--- config.mk ---
export PLATFORM = sky130hd
export DESIGN_NAME = rom_checksum
export DESIGN_NICKNAME = d
export VERILOG_FILES = /design/src/rtl/rom_checksum_pkg.sv /design/src/rtl/rom_checksum.sv
export SDC_FILE = /design/constraint.sdc
export NUM_CORES = 1
export LEC_CHECK = 0
export ABC_AREA = 1
export CORE_MARGIN = 2
export CORE_UTILIZATION = 49
export CTS_CLUSTER_DIAMETER = 50
export DETAILED_ROUTE_END_ITERATION = 10
export GPL_ROUTABILITY_DRIVEN = 0
export PLACE_DENSITY = 0.76
export SLEW_MARGIN = 20
export SYNTH_ARGS = -nofsm -noshare
export SYNTH_HDL_FRONTEND = slang
export SYNTH_SLANG_ARGS = --single-unit
--- constraint.sdc ---
create_clock -name clk -period 1.8 [get_ports clk]
set_input_delay 0.45 -clock clk [delete_from_list [all_inputs] [get_ports clk]]
set_output_delay 0.45 -clock clk [all_outputs]
set_load 0.005 [all_outputs]
--- src/rtl/rom_checksum_pkg.sv ---
// Shared types and constants for the ROM checksum scanner.
package rom_checksum_pkg;
  localparam int CSUM_W = 16;
  localparam int ADDR_W = 15;

  typedef enum logic [1:0] {
    IDLE,
    RUN,
    DRAIN,
    DONE
  } state_t;
endpackage

--- src/rtl/rom_checksum.sv ---
// Boot-time ROM scanner: sums SIZE bytes modulo 2^16 through a two-stage pipeline.
// Optional ROM_CHECKSUM_AUTOSTART_EN: scan automatically after reset, keep the CPU held on a bad ROM.
module rom_checksum
  import rom_checksum_pkg::*;
#(
  parameter int                  SIZE     = 8192,
  parameter logic [CSUM_W-1:0]   EXPECTED = 16'h0000
) (
  input  logic                clk,
  input  logic                reset,
  input  logic                start,
  output logic [ADDR_W-1:0]   ROM_ADDRESS,
  output logic                rom_output_enable,
  input  logic [7:0]          ROM_DATA,
  output logic                busy,
  output logic                done,
  output logic                pass,
  output logic [CSUM_W-1:0]   CHECKSUM,
  output logic                cpu_hold
);

  localparam logic [ADDR_W-1:0] LAST_ADDR = ADDR_W'(SIZE - 1);

  state_t              r_state;
  logic [ADDR_W-1:0]   r_addr;
  logic                r_oe;
  logic                r_busy;
  logic                r_done;
  logic                r_pass;
  logic [CSUM_W-1:0]   r_csum;
  logic [CSUM_W-1:0]   r_acc;
  logic [7:0]          r_data;
  logic                r_valid;
  logic [CSUM_W-1:0]   w_final;
  logic                w_start;

  // Accumulator plus the byte waiting in the data stage; carries past bit 15 drop out.
  assign w_final = r_acc + CSUM_W'(r_data);

`ifdef ROM_CHECKSUM_AUTOSTART_EN
  logic r_auto;
  logic r_hold;

  always_ff @(posedge clk) begin
    if (reset) begin
      r_auto <= 1'b1;
      r_hold <= 1'b1;
    end else begin
      r_auto <= 1'b0;
      if (r_state == DRAIN) r_hold <= (w_final != EXPECTED);
    end
  end

  assign w_start  = start | r_auto;
  assign cpu_hold = r_busy | r_hold;
`else
  assign w_start  = start;
  assign cpu_hold = r_busy;
`endif

  always_ff @(posedge clk) begin
    if (reset) begin
      r_state <= IDLE;
      r_addr  <= '0;
      r_oe    <= 1'b0;
      r_busy  <= 1'b0;
      r_done  <= 1'b0;
      r_pass  <= 1'b0;
      r_csum  <= '0;
      r_acc   <= '0;
      r_data  <= '0;
      r_valid <= 1'b0;
    end else begin
      r_valid <= 1'b0;
      case (r_state)
        IDLE, DONE: begin
          if (w_start) begin
            r_state <= RUN;
            r_addr  <= '0;
            r_oe    <= 1'b1;
            r_busy  <= 1'b1;
            r_done  <= 1'b0;
            r_pass  <= 1'b0;
            r_csum  <= '0;
            r_acc   <= '0;
          end
        end
        RUN: begin
          r_data  <= ROM_DATA;
          r_valid <= 1'b1;
          if (r_valid) r_acc <= w_final;
          if (r_addr == LAST_ADDR) begin
            r_state <= DRAIN;
            r_addr  <= '0;
            r_oe    <= 1'b0;
          end else begin
            r_addr <= r_addr + 1'b1;
          end
        end
        DRAIN: begin
          // Last byte is still in the data stage; fold it in as the result is published.
          r_state <= DONE;
          r_busy  <= 1'b0;
          r_done  <= 1'b1;
          r_acc   <= w_final;
          r_csum  <= w_final;
          r_pass  <= (w_final == EXPECTED);
        end
        default: r_state <= IDLE;
      endcase
    end
  end

  assign ROM_ADDRESS       = r_addr;
  assign rom_output_enable = r_oe;
  assign busy              = r_busy;
  assign done              = r_done;
  assign pass              = r_pass;
  assign CHECKSUM          = r_csum;

endmodule

==> flow_metrics.py, run 1 <==
metrics = {
    "run_status": {
        "status": "complete, but fails checks",
        "violations": "setup timing",
    },
    "final_layout": {
        "nets": 596,
        "n_antenna_cell": 0,
        "stdcell_count": 653,
        "layout_common_cells": "nand2_1, inv_1, dfxtp_1",
        "drive_gt1_share_pct": 18.23,
        "fin_area_um2": 4477,
        "post-route-util_pct": 70.10,
        "synthToLayoutAreaGrowth_pct": 36.88,
        "final_common_cell": "nand2_1",
    },
    "placed_design": {
        "placedCellCount": 634,
        "dpl_cell_area_um2": 3994,
        "port_buffers": 46,
        "hpwlAfterDp_um": 6198,
    },
    "route": {
        "routed_wirelength_um": 8865,
        "post_drt_wl_per_cell_um": 13.58,
        "drtIter0Drc": 145,
        "drt-pass1-iter-count": 4,
        "via_per_inst": 5.216,
        "route.vias.total": 3406,
        "drc": 0,
        "antenna_left": 0,
    },
    "setup_path": {
        "reg2reg_from": "r_acc[0]$_SDFFE_PP0P_",
        "crit_end": "pass$_SDFFE_PP0P_",
        "crit_required_ps": 2070,
        "critPathMaxFanout": 4,
        "crit_path_frequent_cell": "nand2_2",
        "crit_type": "flip-flop to flip-flop",
        "crit_chain": "ha_4, fa_2, nand2_2, nand2_4, nand3_4, nand2_4, nand2_2, nand2_2, nor2_1, nand2_1, nor2_1, nand3_1, a21oi_1",
        "slowest_delay_ps": 370,
        "r2r-end": "pass$_SDFFE_PP0P_",
        "end_kind": "flip-flop",
        "crit_path_top_delay_cell": "fa_2",
        "worstSetupStartpointType": "flip-flop",
        "startpoint": "r_acc[0]$_SDFFE_PP0P_",
        "ff2ff_path_depth": 13,
        "reg2reg_slack_ps": -210,
        "worstPathArrival_ps": 2290,
    },
    "logic_synthesis": {
        "synth-edff-count": 0,
        "async_reset_ff_share_pct": 0,
        "syn_inst": 501,
        "ys_seq_area_share_pct": 37.95,
        "syn-mean-instance-area_um2": 6.528,
        "synth_adder_area_share_pct": 5.203,
        "synth_area_um2": 3271,
        "ys_ff_latch": 62,
        "synth_top_family_by_area": "simple AND/OR/NAND/NOR gates",
        "ys.warnings.count": 0,
        "synth_ff_type": "dfxtp_1",
        "synth.net_count": 525,
        "synthSimpleGateAreaFrac_pct": 35.58,
        "synth_compound_area_share_pct": 10.83,
        "yosys.area_share.xor_xnor_pct": 1.607,
        "synth.area.mux_share_pct": 0,
        "yosysUniqueCellTypes": 32,
    },
    "timing": {
        "fin_ws_ps": -213.1,
        "rsz0062_at_grt": "true",
        "hold_violations": 0,
        "min_period_over_period_pct": 111.8,
        "hold_ws_ps": 466.2,
        "max_freq_ghz": 0.4967,
        "fin_crit_ps": 2013,
        "skew_ps": 6.659,
        "setup_violations": 1,
        "slew_violations": 0,
        "slew_headroom_pct": 81.76,
        "tightest_slew_ps": 271.4,
    },
    "grt": {
        "grt-busiest-layer": "met2",
        "grt_pass1_vias": 3346,
        "grt_pass1_wl_um": 14410,
        "gr-usage-met3_pct": 6.160,
        "overflow": 0,
        "antenna_found_initial": 0,
        "met1_usage_pct": 27.69,
        "grt_max_degree": 32,
        "gr-usage-all-layers_pct": 24.70,
        "grt_use_met2_pct": 43.89,
    },
    "clock_tree": {
        "tritoncts": "yes",
        "cts_root_buf": "clkbuf_8",
        "clock_path_buffers": 2,
        "clkLatencyLatePin_ps": 350,
        "cts_buffers": 9,
        "clk_pin_slew_ps": 70,
        "htreeDepth": 3,
        "cts_sinks": 62,
        "holdBufCountCts": 0,
    },
    "power": {
        "power_frac_comb_pct": 41.8,
        "ir_drop_v": 0.0009717,
        "p_sw_share_pct": 37.01,
        "p_clk_share_pct": 26.3,
        "p_leak_nw": 1.887,
        "seq_power_share_pct": 31.9,
        "power_w": 0.005633,
        "p_per_area_nw_per_um2": 1258,
        "p_int_w": 0.003548,
        "p_sw_w": 0.002085,
    },
    "floorplanning": {
        "ios": 47,
        "rows": 29,
        "start_util_pct": 51.21,
        "die-area_um2": 7344,
        "coreArea_um2": 6386,
        "chipHeight_um": 85.70,
        "die_w_um": 85.70,
    },
    "min_path": {
        "hp-class": "flip-flop to flip-flop",
    },
    "flow_run": {
        "drv_cap": 0,
    },
}
-- worst min path at each step --
stage / from / endpoint / slack, ps / depth (start not counted)
after detailed placement: CHECKSUM[7]$_SDFFE_PP0P_ / CHECKSUM[7]$_SDFFE_PP0P_ / 460 / 2
after global routing: CHECKSUM[7]$_SDFFE_PP0P_ / CHECKSUM[7]$_SDFFE_PP0P_ / 490 / 2
after CTS: CHECKSUM[7]$_SDFFE_PP0P_ / CHECKSUM[7]$_SDFFE_PP0P_ / 470 / 2
after global placement: CHECKSUM[13]$_SDFFE_PP0P_ / CHECKSUM[13]$_SDFFE_PP0P_ / 450 / 2
after floorplan: r_acc[0]$_SDFFE_PP0P_ / r_acc[0]$_SDFFE_PP0P_ / 450 / 2
final: rom_output_enable$_SDFFE_PP0P_ / rom_output_enable$_SDFFE_PP0P_ / 470 / 2
-- logic make-up (layout without fill, tap and decap cells) --
logic type	Yosys count	after routing
simple gates	280	280
buf+inv	73	148
compound gates	67	67
flops	62	62
fa+ha+maj	13	13
xor+xnor	6	6
-- synth_stat cells, types with 4 or more instances --
cell	count	area [µm²]
nand4_1	4	25.02
nor2_1	52	195.2
a21oi_1	47	235.2
nand2_1	176	660.6
nand3_1	28	140.1
o21ai_0	14	70.07
dfxtp_1	62	1241
ha_1	12	150.1
nand3b_1	4	30.03
inv_1	58	217.7
clkbuf_1	8	30.03
nor3_1	7	35.03
-- layer usage --
metal	vias to the layer above	share of wire [%]
li1	1718	-
met1	1570	42
met2	101	52
met3	17	4.7
met4	0	1.7
met5	-	0
-- registers in the layout (all words and copies together) (netlist names) --
register	flops
r_data	8
r_state	2
r_valid	1
CHECKSUM	16
done	1
r_acc	16
rom_output_enable	1
ROM_ADDRESS	15
busy	1
pass	1
-- cell type report --
type | instances | area (µm²)
Timing Repair inverter | 1 | 7.507
Sequential cell | 62 | 1252
Clock inverter | 4 | 95.09
Fill cell | 547 | 1909
Inverter | 60 | 234.0
Tap cell | 77 | 96.34
Clock buffer | 11 | 141.4
Multi-Input combinational cell | 366 | 1953
Timing Repair Buffer | 72 | 696.9
-- what timing repair did --
item                       in CTS  in global routing
buffers inserted                2                  2
gates resized for setup         9                 50
setup endpoints to repair       8                 35
pin swaps                       3                 17
gates cloned                    0                  1
-- power groups by stage --
stage	registers [W]	clock network, W	logic, W
floorplan	0.00172	0	0.00129
global placement	0.00176	0	0.00205
detailed placement	0.00177	0	0.00210
CTS	0.00174	0.00150	0.00214
global route	0.00182	0.00156	0.00262
finish	0.00180	0.00148	0.00236
-- per-stage QoR --
step           worst slack [ps]  setup TNS, ps
2_1_floorplan             9.587              0
3_3_place_gp             -118.8          -2068
3_5_place_dp             -194.9          -3422
4_1_cts                  -69.77         -69.77
5_1_grt                  -332.3         -518.9
6_report                 -213.1         -213.1
-- critical path: cells and delay by family, from the launching register on --
kind | cells | cell delay [ps]
adders and majority gates | 2 | 530
and+or+nand+nor | 10 | 900
DFF | 1 | 340
AOI/OAI and AO/OA | 1 | 160
Note: power is estimated with default switching activity, not from simulation.
==> inputs of run 2 (changes only) <==
==> constraint.sdc (replaced) <==
create_clock -name clk -period 1.8 [get_ports clk]
set_input_delay 0.36 -clock clk [delete_from_list [all_inputs] [get_ports clk]]
set_output_delay 0.36 -clock clk [all_outputs]
set_load 0.005 [all_outputs]
==> run 2 against run 1 <==
- clock skew is 0.81 ps higher
- die area unchanged
- first-iteration DRC count is 4.1% higher
- utilization is 1.4 points higher
- combinational power is 4% higher
- the run still ends with setup timing left
- register-to-register slack improved by 130 ps
- worst hold slack got worse by 2.0 ps
- global-route usage grew 0.32 points
==> flow_metrics.py, run 2 (synthesis results as in run 1) <==
metrics = {
    "run_status": {
        "status": "complete, but fails checks",
        "violations": "setup timing",
    },
    "grt": {
        "grt_pass1_wl_um": 14580,
        "grt_pass1_vias": 3353,
        "gr-usage-all-layers_pct": 25.02,
        "antenna_found_initial": 0,
        "overflow": 0,
        "grt_max_degree": 39,
    },
    "setup_path": {
        "crit_path_top_delay_cell": "fa_2",
        "crit_type": "flip-flop to flip-flop",
        "reg2reg_from": "r_data[0]$_SDFFE_PP0P_",
        "ff2ff_path_depth": 13,
        "crit_chain": "ha_4, fa_2, nand2_2, nand2_4, nand3_4, nand2_2, nand2_1, nand2_1, nand2_1, nand2_2, nor2_2, nand3_1, a21oi_1",
        "crit_required_ps": 2070,
        "crit_buf_inv": 0,
        "cp_top_family": "simple AND/OR/NAND/NOR gates",
        "slowest_delay_ps": 360,
        "end_kind": "flip-flop",
        "worstPathArrival_ps": 2160,
        "r2r-end": "pass$_SDFFE_PP0P_",
        "reg2reg_slack_ps": -80,
        "critPathMaxFanout": 4,
        "worstSetupStartpointType": "flip-flop",
    },
    "final_layout": {
        "final_common_cell": "nand2_1",
        "stdcell_count": 655,
        "nFillCells": 489,
        "synthToLayoutAreaGrowth_pct": 39.63,
        "multi_input_area_um2": 1997,
        "seqCellArea_um2": 1256,
        "nets": 598,
        "layout_common_cells": "nand2_1, inv_1, dfxtp_1",
        "n_antenna_cell": 0,
        "drive_gt1_share_pct": 19.55,
    },
    "timing": {
        "setup_violations": 1,
        "rsz0062_at_grt": "true",
        "max_freq_ghz": 0.5313,
        "fin_crit_ps": 1882,
        "slew_headroom_pct": 81.65,
        "skew_ps": 7.465,
        "hold_ws_ps": 464.2,
        "tightest_slew_ps": 274.6,
        "slew_violations": 0,
        "hold_violations": 0,
        "fin_ws_ps": -82.05,
        "min_period_over_period_pct": 104.6,
    },
    "flow_run": {
        "drv_cap": 0,
    },
    "power": {
        "p_per_area_nw_per_um2": 1278,
        "ir_drop_v": 0.001242,
        "power_w": 0.005835,
        "p_leak_nw": 1.931,
    },
    "clock_tree": {
        "cts_buffers": 9,
        "tritoncts": "yes",
        "htreeDepth": 3,
        "cts_root_buf": "clkbuf_8",
        "clk_pin_slew_ps": 70,
        "clkLatencyLatePin_ps": 350,
        "clock_path_buffers": 2,
        "cts_sinks": 62,
    },
    "floorplanning": {
        "chipHeight_um": 85.70,
        "die_w_um": 85.70,
        "die-area_um2": 7344,
        "rows": 29,
        "ios": 47,
        "start_util_pct": 51.21,
        "coreArea_um2": 6386,
    },
    "route": {
        "route.vias.total": 3447,
        "routed_wirelength_um": 9062,
        "via_per_inst": 5.263,
        "drt-pass1-iter-count": 4,
        "post_drt_wl_per_cell_um": 13.84,
        "drc": 0,
        "drtIter0Drc": 151,
        "antenna_left": 0,
    },
    "min_path": {
        "whs_path_depth": 2,
        "hp-class": "flip-flop to flip-flop",
        "hold_path_end": "CHECKSUM[10]$_SDFFE_PP0P_",
        "hold_start": "CHECKSUM[10]$_SDFFE_PP0P_",
    },
    "placed_design": {
        "placedCellCount": 636,
        "hpwlAfterDp_um": 6212,
        "port_buffers": 46,
    },
}
==> run 2: changes by cell type in the layout (fill, tap and decap cells not counted), sizes merged <==
cell / delta
buf: +2
clkbuf: +1
clkinv: -1
==> run 2: area by class of cell <==
cell class	instances	area share, %
Sequential cell	62	27.51
Multi-Input combinational cell	366	43.73
Tap cell	77	2.110
Timing Repair Buffer	74	15.78
Clock buffer	12	3.616
Timing Repair inverter	1	0.1644
Clock inverter	3	1.973
Inverter	60	5.123
==> run 2: power by group <==
part	switching [W]	total (W)	internal, W
clock	0.000535	0.00156	0.00103
combinational	0.00139	0.00246	0.00106
sequential	0.000221	0.00182	0.00160
==> run 2: per-layer routing <==
| layer | part of all wire (%) | track usage, % |
|---|---|---|
| met1 | 40 | 27.99 |
| met2 | 51 | 43.39 |
| met3 | 4.4 | 6.256 |
| met4 | 4.2 | 13.85 |
| met5 | 0 | 0 |
==> run 2: tightest hold or removal path, stage by stage, from the launching register on <==
cell and delay, ps:
dfxtp_1 310, nand2_1 60, a21oi_1 50
==> run 2: stage by stage <==
step	setup slack (ps)	setup TNS (ps)	cell area (µm²)	utilization, %
global placement	-40.31	-364.8	4021	62.97
finish	-82.05	-82.05	4567	71.51
global route	-278.2	-733.9	4567	71.51
floorplan	9.587	0	3286	-
detailed placement	-100.7	-980.0	4021	62.97
CTS	-54.28	-54.28	4387	68.69
==> run 2: worst max path at each step <==
stage / cells after the start / startpoint / to / slack (ps)
floorplan: 13 / r_acc[0]$_SDFFE_PP0P_ / pass$_SDFFE_PP0P_ / 10
CTS: 13 / r_data[0]$_SDFFE_PP0P_ / pass$_SDFFE_PP0P_ / -50
global placement: 10 / start / ROM_ADDRESS[13]$_SDFFE_PP0P_ / -40
detailed placement: 13 / r_acc[0]$_SDFFE_PP0P_ / pass$_SDFFE_PP0P_ / -100
finish: 13 / r_data[0]$_SDFFE_PP0P_ / pass$_SDFFE_PP0P_ / -80
global route: 13 / r_data[0]$_SDFFE_PP0P_ / pass$_SDFFE_PP0P_ / -280
==> run 2: repair_timing <==
action | in CTS | in global routing
hold buffers | 0 | 0
resized for setup | 16 | 52
buffers inserted | 3 | 0
cloned | 0 | 1
pin swaps | 10 | 14
endpoints found under the setup margin | 3 | 30
